[src/rtl/scoreboard_stats_pkg.sv]
// Shared defaults and helpers for the result-comparison statistics block.
// Imported by the interface, the absdiff stage and the top.
package scoreboard_stats_pkg;

  localparam int DEF_WIDTH = 8;
  localparam int DEF_CTR_W = 32;
  localparam int DEF_TOL   = 0;

  function automatic int max_int(input int a, input int b);
    return (a > b) ? a : b;
  endfunction

endpackage

[src/rtl/scoreboard_stats_if.sv]
// Sample bus into the scoreboard and statistics readout back to the host.
// master drives samples/controls, slave (the scoreboard) drives the statistics.
interface scoreboard_stats_if import scoreboard_stats_pkg::*; #(
  parameter int WIDTH = DEF_WIDTH,
  parameter int CTR_W = DEF_CTR_W
);
  logic             i_clear;
  logic             i_freeze;
  logic             i_valid;
  logic [WIDTH-1:0] i_dut;
  logic [WIDTH-1:0] i_ref;
  logic [CTR_W-1:0] o_data_ctr;
  logic [CTR_W-1:0] o_error_ctr;
  logic [WIDTH:0]   o_maxerr;
  logic [WIDTH:0]   o_minerr;
  logic [CTR_W-1:0] o_errsum;
  logic             o_err_seen;
  logic [CTR_W-1:0] o_first_idx;
  logic [WIDTH-1:0] o_first_dut;
  logic [WIDTH-1:0] o_first_ref;
  logic             o_busy;

  modport master (
    output i_clear, i_freeze, i_valid, i_dut, i_ref,
    input  o_data_ctr, o_error_ctr, o_maxerr, o_minerr, o_errsum,
           o_err_seen, o_first_idx, o_first_dut, o_first_ref, o_busy
  );

  modport slave (
    input  i_clear, i_freeze, i_valid, i_dut, i_ref,
    output o_data_ctr, o_error_ctr, o_maxerr, o_minerr, o_errsum,
           o_err_seen, o_first_idx, o_first_dut, o_first_ref, o_busy
  );
endinterface

[src/rtl/scoreboard_stats_absdiff.sv]
// First stage: registers signed dut-ref difference, its magnitude and the operands.
// Latency 1 cycle; no backpressure, clear flushes the stage.
module sb_absdiff import scoreboard_stats_pkg::*; #(
  parameter int WIDTH = DEF_WIDTH
) (
  input  logic                    clk,
  input  logic                    reset,
  input  logic                    clear,
  input  logic                    in_vld,
  input  logic [WIDTH-1:0]        dut,
  input  logic [WIDTH-1:0]        ref_v,
  output logic                    vld,
  output logic signed [WIDTH:0]   diff,
  output logic [WIDTH:0]          abs_v,
  output logic [WIDTH-1:0]        dut_q,
  output logic [WIDTH-1:0]        ref_q
);

  logic signed [WIDTH:0] diff_c;
  logic [WIDTH:0]        abs_c;

  // Operands are zero-extended, so |diff| never exceeds 2^WIDTH-1 and negation cannot overflow.
  always_comb begin
    diff_c = $signed({1'b0, dut}) - $signed({1'b0, ref_v});
    abs_c  = diff_c[WIDTH] ? $unsigned(-diff_c) : $unsigned(diff_c);
  end

  always_ff @(posedge clk or posedge reset) begin
    if (reset) begin
      vld   <= 1'b0;
      diff  <= '0;
      abs_v <= '0;
      dut_q <= '0;
      ref_q <= '0;
    end else if (clear) begin
      vld   <= 1'b0;
      diff  <= '0;
      abs_v <= '0;
      dut_q <= '0;
      ref_q <= '0;
    end else begin
      vld <= in_vld;
      if (in_vld) begin
        diff  <= diff_c;
        abs_v <= abs_c;
        dut_q <= dut;
        ref_q <= ref_v;
      end
    end
  end

endmodule

[src/rtl/scoreboard_stats.sv]
// Compares DUT vs reference results and keeps saturating error statistics plus first-mismatch capture.
// Latency 2 cycles from accepted sample to outputs; no backpressure, freeze drops samples at input.
module scoreboard_stats import scoreboard_stats_pkg::*; #(
  parameter int WIDTH = DEF_WIDTH,
  parameter int CTR_W = DEF_CTR_W,
  parameter int TOL   = DEF_TOL
) (
  input logic               clk,
  input logic               reset,
  scoreboard_stats_if.slave sb
);

  localparam logic [CTR_W-1:0] CTR_MAX = '1;
  localparam logic [WIDTH:0]   MIN_RST = '1;
  localparam logic [WIDTH:0]   TOL_V   = (WIDTH + 1)'(TOL);
  localparam int               SUM_W   = max_int(CTR_W, WIDTH + 1) + 1;

  logic                  accept;
  logic                  s1_vld;
  logic signed [WIDTH:0] s1_diff;
  logic [WIDTH:0]        s1_abs;
  logic [WIDTH-1:0]      s1_dut;
  logic [WIDTH-1:0]      s1_ref;

  logic                  s2_vld;
  logic [CTR_W-1:0]      data_ctr;
  logic [CTR_W-1:0]      error_ctr;
  logic [WIDTH:0]        maxerr;
  logic [WIDTH:0]        minerr;
  logic [CTR_W-1:0]      errsum;
  logic                  err_seen;
  logic [CTR_W-1:0]      first_idx;
  logic [WIDTH-1:0]      first_dut;
  logic [WIDTH-1:0]      first_ref;

  logic [SUM_W-1:0]      sum_wide;
  logic [CTR_W-1:0]      sum_sat;
  logic                  mismatch;

  function automatic logic [CTR_W-1:0] sat_inc(input logic [CTR_W-1:0] v);
    return (v == CTR_MAX) ? v : v + CTR_W'(1);
  endfunction

  assign accept = sb.i_valid && !sb.i_freeze && !sb.i_clear;

  sb_absdiff #(.WIDTH(WIDTH)) u_s1 (
    .clk    (clk),
    .reset  (reset),
    .clear  (sb.i_clear),
    .in_vld (accept),
    .dut    (sb.i_dut),
    .ref_v  (sb.i_ref),
    .vld    (s1_vld),
    .diff   (s1_diff),
    .abs_v  (s1_abs),
    .dut_q  (s1_dut),
    .ref_q  (s1_ref)
  );

  // Sum is formed wide enough for either operand, then clamped to the counter width.
  always_comb begin
    sum_wide = SUM_W'(errsum) + SUM_W'(s1_abs);
    sum_sat  = (sum_wide > SUM_W'(CTR_MAX)) ? CTR_MAX : CTR_W'(sum_wide);
    mismatch = (s1_abs > TOL_V);
  end

  always_ff @(posedge clk or posedge reset) begin
    if (reset) begin
      s2_vld    <= 1'b0;
      data_ctr  <= '0;
      error_ctr <= '0;
      maxerr    <= '0;
      minerr    <= MIN_RST;
      errsum    <= '0;
      err_seen  <= 1'b0;
      first_idx <= '0;
      first_dut <= '0;
      first_ref <= '0;
    end else if (sb.i_clear) begin
      s2_vld    <= 1'b0;
      data_ctr  <= '0;
      error_ctr <= '0;
      maxerr    <= '0;
      minerr    <= MIN_RST;
      errsum    <= '0;
      err_seen  <= 1'b0;
      first_idx <= '0;
      first_dut <= '0;
      first_ref <= '0;
    end else begin
      s2_vld <= s1_vld;
      if (s1_vld) begin
        data_ctr <= sat_inc(data_ctr);
        errsum   <= sum_sat;
        if (s1_abs > maxerr)
          maxerr <= s1_abs;
        if (s1_diff != '0 && s1_abs < minerr)
          minerr <= s1_abs;
        if (mismatch) begin
          error_ctr <= sat_inc(error_ctr);
          // Only the first mismatch is captured; index is the pre-increment sample count.
          if (!err_seen) begin
            err_seen  <= 1'b1;
            first_idx <= data_ctr;
            first_dut <= s1_dut;
            first_ref <= s1_ref;
          end
        end
      end
    end
  end

  assign sb.o_data_ctr  = data_ctr;
  assign sb.o_error_ctr = error_ctr;
  assign sb.o_maxerr    = maxerr;
  assign sb.o_minerr    = minerr;
  assign sb.o_errsum    = errsum;
  assign sb.o_err_seen  = err_seen;
  assign sb.o_first_idx = first_idx;
  assign sb.o_first_dut = first_dut;
  assign sb.o_first_ref = first_ref;
  assign sb.o_busy      = s1_vld | s2_vld;

endmodule

[src/flat_wrapper.sv]
// flat-port wrapper written by rule: the top's interface ports become plain ports
module scoreboard_stats_flat import scoreboard_stats_pkg::*;
#(
  parameter int WIDTH = DEF_WIDTH,
  parameter int CTR_W = DEF_CTR_W,
  parameter int TOL   = DEF_TOL
)
  (clk, reset, sb_i_clear, sb_i_freeze, sb_i_valid, sb_i_dut, sb_i_ref, sb_o_data_ctr, sb_o_error_ctr, sb_o_maxerr, sb_o_minerr, sb_o_errsum, sb_o_err_seen, sb_o_first_idx, sb_o_first_dut, sb_o_first_ref, sb_o_busy);
  scoreboard_stats_if #(.WIDTH(WIDTH), .CTR_W(CTR_W)) sb_i ();
  input logic clk;
  input logic reset;
  input wire logic [$bits(sb_i.i_clear)-1:0] sb_i_clear;
  input wire logic [$bits(sb_i.i_freeze)-1:0] sb_i_freeze;
  input wire logic [$bits(sb_i.i_valid)-1:0] sb_i_valid;
  input wire logic [$bits(sb_i.i_dut)-1:0] sb_i_dut;
  input wire logic [$bits(sb_i.i_ref)-1:0] sb_i_ref;
  output wire logic [$bits(sb_i.o_data_ctr)-1:0] sb_o_data_ctr;
  output wire logic [$bits(sb_i.o_error_ctr)-1:0] sb_o_error_ctr;
  output wire logic [$bits(sb_i.o_maxerr)-1:0] sb_o_maxerr;
  output wire logic [$bits(sb_i.o_minerr)-1:0] sb_o_minerr;
  output wire logic [$bits(sb_i.o_errsum)-1:0] sb_o_errsum;
  output wire logic [$bits(sb_i.o_err_seen)-1:0] sb_o_err_seen;
  output wire logic [$bits(sb_i.o_first_idx)-1:0] sb_o_first_idx;
  output wire logic [$bits(sb_i.o_first_dut)-1:0] sb_o_first_dut;
  output wire logic [$bits(sb_i.o_first_ref)-1:0] sb_o_first_ref;
  output wire logic [$bits(sb_i.o_busy)-1:0] sb_o_busy;
  assign sb_i.i_clear = sb_i_clear;
  assign sb_i.i_freeze = sb_i_freeze;
  assign sb_i.i_valid = sb_i_valid;
  assign sb_i.i_dut = sb_i_dut;
  assign sb_i.i_ref = sb_i_ref;
  assign sb_o_data_ctr = sb_i.o_data_ctr;
  assign sb_o_error_ctr = sb_i.o_error_ctr;
  assign sb_o_maxerr = sb_i.o_maxerr;
  assign sb_o_minerr = sb_i.o_minerr;
  assign sb_o_errsum = sb_i.o_errsum;
  assign sb_o_err_seen = sb_i.o_err_seen;
  assign sb_o_first_idx = sb_i.o_first_idx;
  assign sb_o_first_dut = sb_i.o_first_dut;
  assign sb_o_first_ref = sb_i.o_first_ref;
  assign sb_o_busy = sb_i.o_busy;
  scoreboard_stats #(.WIDTH(WIDTH), .CTR_W(CTR_W), .TOL(TOL)) u_core (.clk(clk), .reset(reset), .sb(sb_i));
endmodule
[config.mk]
export PLATFORM = sky130hd
export DESIGN_NAME = scoreboard_stats_flat
export DESIGN_NICKNAME = d
export VERILOG_FILES = /design/src/rtl/scoreboard_stats_pkg.sv /design/src/rtl/scoreboard_stats_if.sv /design/src/rtl/scoreboard_stats_absdiff.sv /design/src/rtl/scoreboard_stats.sv /design/src/flat_wrapper.sv
export SDC_FILE = /design/constraint.sdc
export NUM_CORES = 1
export LEC_CHECK = 0
export CAP_MARGIN = 20
export CELL_PAD_IN_SITES_DETAIL_PLACEMENT = 0
export CELL_PAD_IN_SITES_GLOBAL_PLACEMENT = 1
export CORE_MARGIN = 2
export CORE_UTILIZATION = 40
export CTS_BUF_LIST = sky130_fd_sc_hd__clkbuf_4 sky130_fd_sc_hd__clkbuf_8 sky130_fd_sc_hd__clkbuf_16
export DETAILED_ROUTE_END_ITERATION = 6
export MAX_ROUTING_LAYER = met4
export PLACE_DENSITY = 0.81
export SYNTH_ARGS = -nofsm -noshare
export SYNTH_HDL_FRONTEND = slang
export SYNTH_SLANG_ARGS = --single-unit
[constraint.sdc]
create_clock -name clk -period 13.58 [get_ports clk]
set_clock_uncertainty 0.15 [all_clocks]
set_input_delay 2.037 -clock clk [delete_from_list [all_inputs] [get_ports clk]]
set_output_delay 2.037 -clock clk [all_outputs]
set_load 0.01 [all_outputs]
# Word level (Yosys, flattened, before mapping)

Index checks and enable logic that the tools add are counted.

Bits in registers: 199
Bits of input ports: 21
Output and inout port bits: 164

Add/sub/neg operators: 5
$lt $le $gt $ge: 4
Eq/ne operators: 5
Mux-type cells: 42
Bitwise gates (word level): 1
Reductions and logical operators: 17

Operators with widths:

| operator              | number |
|---|---|
| $mux 32               | 14 |
| $mux 9                | 11 |
| $mux 8                | 12 |
| $add 32x1->32 const B | 2 |
| $eq 32x32->1 const B  | 2 |
| $add 32x9->33         | 1 |
| $gt 33x32->1 const B  | 1 |
| $reduce_bool 2->1     | 5 |
| $gt 9x1->1 const B    | 1 |
| $gt 9x9->1            | 1 |
| $lt 9x9->1            | 1 |
| $neg 9->9             | 1 |
| $reduce_bool 9->1     | 1 |
| $sub 8x8->9           | 1 |
| $reduce_and 2->1      | 4 |
| $ne 2x2->1 const B    | 3 |
| $reduce_and 3->1      | 2 |
| $mux 1                | 5 |
| $logic_and 1x1->1     | 3 |
| $logic_not 1->1       | 2 |
| $or 1x1->1            | 1 |

# Longest topological paths before layout

Gate-level depths: netlist of the first run.

Depth in word-level cells: 5
Gate-level depth with buffers: 11

# Modules after synthesis

From an unflattened synthesis of the first run, not the netlist that was laid out.

Cell total of the unflattened synthesis: 1,051
Area, all modules: 10,450.0 um2

Modules (own cells, without submodules):

| module           | times used | cells each | area an instance (um2) | seq. area each (um2) |
|---|---|---|---|---|
| scoreboard_stats | 1          | 863        | 8,558.2                | 4,115.2 |
| sb_absdiff       | 1          | 188        | 1,891.8                | 850.8 |

# Worst setup path after synthesis of the first run

No wires, ideal clock.

Path kind: input-to-reg
Start: input port sb_i_dut[0]
End: register u_core.u_s1.abs_v[8]
Arrival time: 3.980 ns
Required time: 13.335 ns
Setup slack: 9.355 ns
Stages: 10
Path buffers: 0
Path through: inv_1 -> ha_1 -> inv_1 -> fa_1 -> a211oi_1 -> nor3b_1 -> o31ai_1 -> a21oi_1 -> or2_2 -> o31ai_1

Longest elaborated chain between the ends: 5

RTL lines:

| item                 | line                           | text |
|---|---|---|
| from (decl)          | flat_wrapper.sv:15             | `input wire logic [$bits(sb_i.i_dut)-1:0] sb_i_dut;` |
| $sub 8x8->9 *        | scoreboard_stats_absdiff.sv:24 | `diff_c = $signed({1'b0, dut}) - $signed({1'b0, ref_v});` |
| $neg 9->9            | scoreboard_stats_absdiff.sv:25 | `abs_c = diff_c[WIDTH] ? $unsigned(-diff_c) : $unsigned(diff_c);` |
| $mux 9 *             | scoreboard_stats_absdiff.sv:25 |  |
| $mux 9 *             | scoreboard_stats_absdiff.sv:43 | `if (in_vld) begin` |
| $mux 9 *             | scoreboard_stats_absdiff.sv:35 | `end else if (clear) begin` |
| to (signal assigned) | scoreboard_stats_absdiff.sv:45 | `abs_v <= abs_c;` |
| to (decl)            | scoreboard_stats_absdiff.sv:14 | `output logic [WIDTH:0] abs_v,` |

Mark *: on every way between the ends. The rest lies on a longest branch, timed or not. The select of a mux whose other input is x is not followed.
A chain may end at the register's enable or synchronous reset.

# Worst setup path in the final report of the first run

Start: input port sb_i_clear
End: register u_core.error_ctr[25] (netlist: u_core.sb.o_error_ctr[25])

Longest elaborated chain between the ends: 2
Elaborated cells on any way between the ends: 5
Those cells by class: eq/ne: 1; mux: 1; reduce/logical: 3

RTL lines:

| item                                                      | line                    | text |
|---|---|---|
| from (decl)                                               | flat_wrapper.sv:12      | `input wire logic [$bits(sb_i.i_clear)-1:0] sb_i_clear;` |
| $ne 2x2->1 (no line) or $reduce_bool 2->1 (tied branches) | -                       |  |
| $reduce_and 3->1 (no line)                                | -                       |  |
| to (signal assigned)                                      | scoreboard_stats.sv:100 | `error_ctr <= sat_inc(error_ctr);` |
| to (decl)                                                 | scoreboard_stats.sv:27  | `logic [CTR_W-1:0] error_ctr;` |

Parallel ways exist; a longest one is shown, timed or not.

==> out/qor.txt, run 1 <==
top cell type's share of synthesized area: 48.4%
Ys Warns: 0
Yosys top cell by area: dfrtp_1
CP endpoint kind: flip-flop
min-delay worst type: flip-flop to flip-flop
leakage: 5.40 nW
crit path cell chain: buf_4, buf_4, nor2_1, a41oi_1, and3_1, o2111ai_1, or3_1, a21oi_1
Initial Util: 40.4%
unrepaired setup endpoints after global routing: no
DR iter-0 viols: 428
antenna viol nets, final: 0
Fillers: 2211
first-pass GRT wire length: 41100 um
initial antenna violation count: 0
CTS tree: built
Max VDD drop: 64.6 uV
final setup margin: 8.67 ns
total wire length: 24900 um
most frequent CP cell: buf_4
# DRC: 0
Mapped Area: 9770 um2
CP bufs+invs: 2
Tmin final: 4.91 ns
TNS Setup: 0 ns
synthesized instance count: 968
Bufs on Longest Clock Path: 2
GP Congestion: 0.839
Min Hold Slack: 0.333 ns
post-DR wirelength/cell: 16.9 um
Avg Cell Area, Syn: 10.1 um2
Synth async-reset ratio: 100%
Inst Count DP: 1445
Least-Margin Pin Slew: 0.999 ns
Non-Filler Instances: 1477
hold path depth: 2
R2R Path Start: u_core.sb.o_error_ctr[1]
worst hold start: u_core.u_s1.ref_q[6]
Slew HR: 33.1%
DIE AREA: 25700 um2
flops & latches, synth: 198
vias in the first global route: 7773
CP Data Required Time: 13.79 ns
CP top delay family: buffers and inverters
H-Tree Depth: 4
IO Pins: 185
Crit path largest cell delay: 0.66 ns
crit-path max FO: 61
max cap viols: 0
grt ovf: 0
Die Wd: 160 um
CP max-delay cell: buf_4
Critical Path Source Type: primary input
pre-CTS WS: 8.19 ns
layout cells sized above 1: 5.72%
syn_nets: 1028
root buf cell: clkbuf_16
WP depth: 8
DP Wirelength: 17400 um
max-slew violations: 0
final setup vio count: 0
Total GRT Usage: 20.3%
post-synthesis cell type count: 60
CP Data Arrival Time: 5.12 ns
CTS-repair resized insts: 0
hold-fix buffers at CTS: 0
P&R area growth vs syn: 28.5%
critical path startpoint: sb_i_clear
largest net degree at the start of global routing: 130
IO buf count: 184
final worst path period share: 36.2%
via count: 7942
Reg clk slew, reported paths: 0.07 ns
register area share after synthesis: 50.8%
final hold vios: 0
Clock Latency Late Sink: 0.44 ns
vias per cell: 5.38
worst r2r path cells: 8
nets: 1200
row cnt: 57
Die Span Y: 160 um
Power Density: 102 nW/um2
achievable frequency: 204 MHz
post-CTS setup buffer count: 0
Post-synth EDFFs: 0
CTS buffer count: 17
top post-synthesis cells by area: dfrtp_1 (48%), a22o_1 (5.2%), ha_1 (4.7%)
antenna cell count: 0
core box area: 24200 um2
Pre-antenna DRT Iters: 4
clock sink count: 198
Main synth FF type: dfrtp_1
status: finished, final reports clean
crit path kind: primary input to flip-flop
[state kept, by name, summed over array words and instances, names as in the netlist]
name and cells:
u_core.sb.o_err_seen 1, u_core.sb.o_error_ctr 32, u_core.u_s1.abs_v 8, u_core.u_s1.diff 9, u_core.u_s1.ref_q 8, u_core.sb.o_errsum 32
u_core.sb.o_first_idx 32, u_core.s2_vld 1, u_core.u_s1.vld 1, u_core.u_s1.dut_q 8, u_core.sb.o_minerr 9, u_core.sb.o_maxerr 9
u_core.sb.o_data_ctr 32, u_core.sb.o_first_dut 8, u_core.sb.o_first_ref 8
[synthesized netlist by cell type (4+ instances only)]
cell	number
nand4_1	19
a31oi_1	18
a22o_1	58
clkbuf_1	36
nand3_1	25
o21a_1	7
xnor2_1	38
o31ai_1	4
nor3_1	22
a21oi_1	31
dfrtp_1	189
a21o_1	8
o211ai_1	11
a211oi_1	11
nor2b_1	5
ha_1	37
xor2_1	29
nor2_1	121
o21ai_0	41
nor4_1	12
nand2b_1	6
nand2_1	68
inv_1	53
dfstp_2	9
or4_1	4
and3_1	15
and4_1	10
mux2i_1	10
or3_1	12
a311oi_1	9
[tightest hold or removal path: cells and delay by family, from the launching register on]
| kind | cells | cell delay (ns) |
|---|---|---|
| compound gates | 1 | 0.06 |
| flops | 1 | 0.35 |
| simple gates | 1 | 0.04 |
[report_power, final]
group	switching (mW)	total [mW]	internal, mW
sequential	0.0165	0.620	0.604
combinational	0.0876	0.144	0.0559
clock	0.245	0.515	0.270
[path summary, 6_finish.rpt]
path                                              to  slack, ns
setup / recovery           u_core.sb.o_error_ctr[25]       8.67
hold / removal                  u_core.u_s1.ref_q[6]       0.33
setup reg to reg            u_core.sb.o_error_ctr[4]      10.18
hold reg to reg                 u_core.u_s1.ref_q[6]       0.33
max in group asynchronous  u_core.sb.o_first_idx[22]       9.82
min in group asynchronous  u_core.sb.o_first_idx[10]       2.05
[area by class of cell]
cell class	count	area, um2	share of cell area, %
Clock inverter	13	135	1.08
Multi-Input combinational cell	677	4470	35.6
Timing Repair Buffer	193	1920	15.3
Inverter	53	206	1.64
Tap cell	324	405	3.23
Sequential cell	198	4970	39.5
Clock buffer	19	453	3.61
[kinds of logic after synthesis]
| kind of cell | share of synthesized area [%] |
|---|---|
| and+or+nand+nor | 16.9 |
| AOI/OAI and AO/OA | 16.3 |
| DFF | 50.8 |
| buffers and inverters | 3.67 |
| xor gates and xnor gates | 6.00 |
| adders and majority gates | 5.15 |
| muxes | 1.14 |
[routing by layer]
metal	track usage, %	routed length [um]	vias up
met5	-	0	-
met4	5.61	333	0
met3	2.94	992	26
met2	31.5	11600	207
met1	28.1	12000	3880
li1	-	-	3829
[cells in the final DEF (no fill, tap or decap), types with 8 or more instances in the layout]
master and n:
dfrtp_1 189, clkdlybuf4s50_1 183, nor2_1 120, nand2_1 68, a22o_1 58, inv_1 52
o21ai_0 41, xnor2_1 38, ha_1 37, a21oi_1 30, xor2_1 29, nand3_1 25
nor3_1 22, nand4_1 19, a31oi_1 18, clkbuf_16 17, and3_1 15, nor4_1 12
or3_1 12, a211oi_1 11, o211ai_1 11, and4_1 10, mux2i_1 10, a311oi_1 9
buf_4 9, dfstp_2 9, a21o_1 8
[stage by stage]
step                      power (mW)  instance area [um2]  util [%]
after CTS                       1.29                12600      51.9
after global routing            1.33                12600      51.9
after floorplan                0.721                 9770         -
after global placement         0.775                11900      49.4
after detailed placement       0.777                12000      49.5
final                           1.28                12600      51.9
Power figures use the tool's default switching activity.
==> run 2: changes to the inputs <==
==> constraint.sdc (replaced) <==
create_clock -name clk -period 4.85 [get_ports clk]
set_clock_uncertainty 0.15 [all_clocks]
set_input_delay 0.7275 -clock clk [delete_from_list [all_inputs] [get_ports clk]]
set_output_delay 0.7275 -clock clk [all_outputs]
set_load 0.01 [all_outputs]
==> out/qor.txt, run 2 (same netlist as run 1, synthesis figures left out) <==
clock power share: 41.1% (was 40.3%)
CP max-delay cell: or4_1 (was buf_4)
vias in the first global route: 7780 (was 7773)
final worst path period share: 69.4%
grt ovf: 0 (unchanged)
DP Wirelength: 17600 um (was 17400 um)
IO Pins: 185 (unchanged)
grt met1 use: 28.5% (was 28.1%)
Die Span Y: 160 um (unchanged)
CP endpoint kind: flip-flop (unchanged)
first-pass GRT wire length: 42000 um (was 41100 um)
total power: 3.64 mW (was 1.28 mW)
Critical Path Source Type: flip-flop (was primary input)
Slew HR: 39.5% (was 33.1%)
Seq pwr share: 47.7% (was 48.5%)
pre-CTS WS: 1.20 ns (was 8.19 ns)
DIE AREA: 25700 um2 (unchanged)
Total GRT Usage: 20.7% (was 20.3%)
root buf cell: clkbuf_16 (unchanged)
max-slew violations: 0 (unchanged)
min-delay worst type: flip-flop to flip-flop (unchanged)
via count: 7887 (was 7942)
row cnt: 57 (unchanged)
register area: 4970 um2 (unchanged)
switching power: 0.996 mW (was 0.349 mW)
Max VDD drop: 214 uV (was 64.6 uV)
CP Data Arrival Time: 3.52 ns (was 5.12 ns)
leakage: 5.42 nW (was 5.40 nW)
CP Data Required Time: 5.01 ns (was 13.79 ns)
unrepaired setup endpoints after global routing: no (unchanged)
total wire length: 25000 um (was 24900 um)
commonest non-fill, non-tap cell in the layout: dfrtp_1 (unchanged)
GRT busiest layer: met2 (unchanged)
max cap viols: 0 (unchanged)
Pre-antenna DRT Iters: 5 (was 4)
multi-input logic area: 4470 um2 (unchanged)
Crit path largest cell delay: 0.68 ns (was 0.66 ns)
layout cells sized above 1: 5.89% (was 5.72%)
Initial Util: 40.4% (unchanged)
nets: 1202 (was 1200)
Reg clk slew, reported paths: 0.08 ns (was 0.07 ns)
largest net degree at the start of global routing: 110 (was 130)
crit path kind: flip-flop to flip-flop (was primary input to flip-flop)
GP Congestion: 0.828 (was 0.839)
sw frac: 27.4% (was 27.3%)
initial antenna violation count: 0 (unchanged)
post-CTS setup buffer count: 0 (unchanged)
TNS Setup: 0 ns (unchanged)
clock sink count: 198 (unchanged)
P&R area growth vs syn: 29.1% (was 28.5%)
Power Density: 288 nW/um2 (was 102 nW/um2)
hold-fix buffers at CTS: 0 (unchanged)
Fillers: 2187 (was 2211)
final hold vios: 0 (unchanged)
crit path cell chain: ha_1, nand2_1, or4_1, or4_4, o21ai_1, or3_1, xor2_1, nor2_1 (was buf_4, buf_4, nor2_1, a41oi_1, and3_1, o2111ai_1, or3_1, a21oi_1)
CTS-repair resized insts: 0 (unchanged)
achievable frequency: 297 MHz
post-DR wirelength/cell: 16.9 um (about the same)
# DRC: 0 (unchanged)
H-Tree Depth: 4 (unchanged)
final setup margin: 1.49 ns (was 8.67 ns)
Tmin final: 3.36 ns
met3 Use GR: 3.64% (was 2.94%)
CTS tree: built (unchanged)
most frequent cells in the layout: dfrtp_1 (189), clkdlybuf4s50_1 (183), nor2_1 (120) (unchanged)
Clock Latency Late Sink: 0.43 ns (was 0.44 ns)
CTS buffer count: 17 (unchanged)
antenna cell count: 0 (unchanged)
core box area: 24200 um2 (unchanged)
internal cell power: 2.64 mW (was 0.929 mW)
Gate power share: 11.2% (about the same)
Bufs on Longest Clock Path: 2 (unchanged)
DR iter-0 viols: 461 (was 428)
IO buf count: 184 (unchanged)
Die Wd: 160 um (unchanged)
grt met2 use: 32.5% (was 31.5%)
antenna viol nets, final: 0 (unchanged)
final setup vio count: 0 (unchanged)
vias per cell: 5.33 (was 5.38)
Least-Margin Pin Slew: 0.904 ns (was 0.999 ns)
crit-path max FO: 12 (was 61)
status: finished, final reports clean (unchanged)
==> run 2: cell types whose count changed in the layout (fill, tap and decap cells not counted), moves of 2 or more <==
cell,change
clkbuf_8,-2
clkinv_2,-2
clkinv_4,+3
clkinv_8,+2
inv_8,-2
==> run 2: power by group through the flow <==
stage,logic [mW],clock network [mW],registers (mW)
finish,0.408,1.50,1.74
global route,0.461,1.60,1.74
CTS,0.415,1.53,1.74
detailed placement,0.413,0,1.77
global placement,0.406,0,1.77
floorplan,0.260,0,1.76
==> run 2: area by class of cell <==
cell class	instances	share of cell area, %
multi-input combinational	677	35.4
timing repair buffer	195	15.5
clock inverter	14	1.49
inverter	53	1.61
clock buffer	18	3.43
sequential	198	39.3
tap	324	3.21
==> run 2: per-layer routing <==
metal	routed length (um)	vias up
met5	0	-
met2	11800	169
met3	890	17
met4	204	0
li1	-	3825
met1	12100	3876
==> run 2: critical path: cells and delay by family (launching register included) <==
| family | cells | cell delay, ns |
|---|---|---|
| adders and majority gates | 1 | 0.20 |
| AOI/OAI and AO/OA | 1 | 0.68 |
| DFF | 1 | 0.41 |
| and+or+nand+nor | 5 | 1.68 |
| xor gates and xnor gates | 1 | 0.14 |
==> run 2: metrics by stage <==
stage                     instance area (um2)  hold slack, ns  util, %  cells
after floorplan                          9780           0.297        -    968
after global placement                  12000           0.314     49.5   1445
after detailed placement                12000           0.323     49.6   1447
after CTS                               12600           0.340     52.2   1479
after global routing                    12600           0.369     52.2   1479
final                                   12600           0.332     52.2   1479
==> run 2: final timing paths <==
| kind | start | end | slack (ns) | cells after the start |
|---|---|---|---|---|
| hold / removal | u_core.u_s1.diff[4] | u_core.u_s1.diff[4] | 0.33 | 2 |
| max in group asynchronous | reset | u_core.sb.o_error_ctr[20] | 3.05 | 3 |
| min in group asynchronous | reset | u_core.sb.o_errsum[14] | 0.53 | 2 |
| setup / recovery | u_core.sb.o_error_ctr[0] | u_core.sb.o_error_ctr[4] | 1.49 | 8 |
| setup reg to reg | u_core.sb.o_error_ctr[0] | u_core.sb.o_error_ctr[4] | 1.49 | 8 |
| hold reg to reg | u_core.u_s1.diff[4] | u_core.u_s1.diff[4] | 0.33 | 2 |
==> run 3: changes to the inputs <==
--- a/config.mk
+++ b/config.mk
@@ -9,11 +9,11 @@
 export CELL_PAD_IN_SITES_DETAIL_PLACEMENT = 0
 export CELL_PAD_IN_SITES_GLOBAL_PLACEMENT = 1
 export CORE_MARGIN = 2
-export CORE_UTILIZATION = 40
+export CORE_UTILIZATION = 37
 export CTS_BUF_LIST = sky130_fd_sc_hd__clkbuf_4 sky130_fd_sc_hd__clkbuf_8 sky130_fd_sc_hd__clkbuf_16
 export DETAILED_ROUTE_END_ITERATION = 6
 export MAX_ROUTING_LAYER = met4
-export PLACE_DENSITY = 0.81
+export PLACE_DENSITY = 0.78
 export SYNTH_ARGS = -nofsm -noshare
 export SYNTH_HDL_FRONTEND = slang
 export SYNTH_SLANG_ARGS = --single-unit
==> constraint.sdc (replaced) <==
create_clock -name clk -period 2.85 [get_ports clk]
set_clock_uncertainty 0.15 [all_clocks]
set_input_delay 0.4275 -clock clk [delete_from_list [all_inputs] [get_ports clk]]
set_output_delay 0.4275 -clock clk [all_outputs]
set_load 0.01 [all_outputs]
==> out/qor.txt, run 3 (same netlist as run 1, synthesis figures left out) <==
commonest non-fill, non-tap cell in the layout: dfrtp_1 (unchanged)
met3 wire length: 980 um (was 890 um)
Critical Path Source Type: flip-flop (unchanged)
switching power: 1.79 mW (was 0.996 mW)
Reg clk slew, reported paths: 0.09 ns (was 0.08 ns)
Total GRT Usage: 19.9% (was 20.7%)
internal cell power: 4.43 mW (was 2.64 mW)
M1 wire length: 12600 um (was 12100 um)
Core Util, Final: 51.2% (was 52.2%)
total power: 6.22 mW (was 3.64 mW)
Inst Count DP: 1531 (was 1447)
Min Hold Slack: 0.144 ns (was 0.332 ns)
Die Span Y: 167 um (was 160 um)
Tmin final: 2.69 ns (was 3.36 ns)
total wire length: 26400 um (was 25000 um)
sw frac: 28.8% (was 27.4%)
core box area: 26000 um2 (was 24200 um2)
# DRC: 0 (unchanged)
CTS tree: built (unchanged)
final setup margin: 0.160 ns (was 1.49 ns)
Pre-antenna DRT Iters: 7 (was 5)
P&R area growth vs syn: 36.1% (was 29.1%)
CP Data Arrival Time: 2.92 ns (was 3.52 ns)
DIE AREA: 27700 um2 (was 25700 um2)
IO Pins: 185 (unchanged)
achievable frequency: 372 MHz (was 297 MHz)
layout cells sized above 1: 12.4% (was 5.89%)
antenna viol nets, final: 0 (unchanged)
Max VDD drop: 408 uV (was 214 uV)
Power Density: 467 nW/um2 (was 288 nW/um2)
min-delay worst type: primary input to flip-flop (was flip-flop to flip-flop)
Bufs on Longest Clock Path: 2 (unchanged)
final worst path period share: 94.4% (was 69.4%)
CP Data Required Time: 3.08 ns (was 5.01 ns)
row cnt: 59 (was 57)
Seq pwr share: 47.2% (was 47.7%)
hold-fix buffers at CTS: 0 (unchanged)
vias per cell: 5.28 (was 5.33)
GP Congestion: 0.858 (was 0.828)
CTS buffer count: 17 (unchanged)
first-pass GRT wire length: 43700 um (was 42000 um)
DR iter-0 viols: 572 (was 461)
post-DR wirelength/cell: 16.9 um (about the same)
grt ovf: 0 (unchanged)
via count: 8269 (was 7887)
largest net degree at the start of global routing: 47 (was 110)
final setup vio count: 0 (unchanged)
Non-Filler Instances: 1566 (was 1479)
DP Wirelength: 19300 um (was 17600 um)
Fillers: 2397 (was 2187)
leakage: 5.82 nW (was 5.42 nW)
unrepaired setup endpoints after global routing: no (unchanged)
root buf cell: clkbuf_16 (unchanged)
antenna cell count: 0 (unchanged)
Slew HR: 53.4% (was 39.5%)
CP endpoint kind: flip-flop (unchanged)
clock sink count: 198 (unchanged)
nets: 1278 (was 1202)
status: finished, final reports clean (unchanged)
multi-input logic area: 4530 um2 (was 4470 um2)
IO buf count: 184 (unchanged)
Gate power share: 13.4% (was 11.2%)
initial antenna violation count: 0 (unchanged)
H-Tree Depth: 4 (unchanged)
Die Wd: 167 um (was 160 um)
Least-Margin Pin Slew: 0.697 ns (was 0.904 ns)
clock power share: 39.5% (was 41.1%)
max-slew violations: 0 (unchanged)
crit-path max FO: 7 (was 12)
Clock Latency Late Sink: 0.43 ns (about the same)
Initial Util: 37.6% (was 40.4%)
max cap viols: 0 (unchanged)
crit path kind: flip-flop to flip-flop (unchanged)
wire length on met2: 12600 um (was 11800 um)
Top Layer Used: met4 (unchanged)
vias in the first global route: 8128 (was 7780)
final hold vios: 0 (unchanged)
most frequent cells in the layout: dfrtp_1 (189), clkdlybuf4s50_1 (183), nor2_1 (118) (was dfrtp_1 (189), clkdlybuf4s50_1 (183), nor2_1 (120))
register area: 4970 um2 (unchanged)
pre-CTS WS: -0.456 ns (was 1.20 ns)
-- run 3: cell count changes in the layout (fill, tap and decap cells not counted), moves of 2 or more --
cell	previous run	this run
buf_4	10	81
buf_12	1	6
clkinv_4	4	1
clkinv_8	2	5
bufinv_16	2	0
nor2_1	120	118
nor2_4	1	3
-- run 3: worst paths after layout --
path	from	endpoint	slack (ns)	depth (start not counted)
max	u_core.sb.o_errsum[1]	u_core.sb.o_errsum[31]	0.16	10
min	sb_i_clear	u_core.sb.o_maxerr[8]	0.14	2
max reg2reg	u_core.sb.o_errsum[1]	u_core.sb.o_errsum[31]	0.16	10
min reg2reg	u_core.u_s1.ref_q[6]	u_core.u_s1.ref_q[6]	0.34	2
max in group asynchronous	reset	u_core.sb.o_minerr[8]	1.59	3
min in group asynchronous	reset	u_core.sb.o_data_ctr[25]	0.32	2
-- run 3: cell type report --
class / count / area share [%]
multi-input combinational: 677 / 34.0
sequential: 198 / 37.3
timing repair buffer: 271 / 19.4
tap: 335 / 3.15
clock buffer: 17 / 3.20
inverter: 53 / 1.52
clock inverter: 15 / 1.34
-- run 3: metal layers --
| layer | GRT usage (%) | vias to the layer above |
|---|---|---|
| met5 | - | - |
| met4 | 4.46 | 0 |
| met3 | 2.95 | 26 |
| met2 | 31.4 | 191 |
| met1 | 27.2 | 4079 |
| li1 | - | 3973 |
-- run 3: power by group through the flow --
stage               clock network (mW)  registers, mW  logic [mW]
finish                            2.46           2.93       0.831
global route                      2.63           2.94       0.924
CTS                               2.52           2.93       0.834
detailed placement                   0           2.99       0.831
global placement                     0           2.99       0.823
floorplan                            0           3.00       0.442
-- run 3: repair_timing --
action,4_1_cts,5_1_grt
endpoints found under the hold margin,0,0
pin swaps,0,2
gates resized for setup,2,9
endpoints found under the setup margin,5,18
buffers inserted,0,2
-- run 3: metrics by stage --
step           cell area (um2)  TNS, ns
2_1_floorplan             9780   -53.02
3_3_place_gp             12600    -2.35
3_5_place_dp             12600    -3.16
4_1_cts                  13200        0
5_1_grt                  13300        0
6_report                 13300        0
-- run 3: critical path, cell delays in order (launching register included) --
cell and delay (ns):
dfrtp_1 0.38, buf_4 0.14, ha_1 0.30, a211oi_1 0.31, o21ai_0 0.24, a32o_1 0.31
nor2b_1 0.14, buf_4 0.17, and3_1 0.18, a31oi_1 0.17, o21a_1 0.13
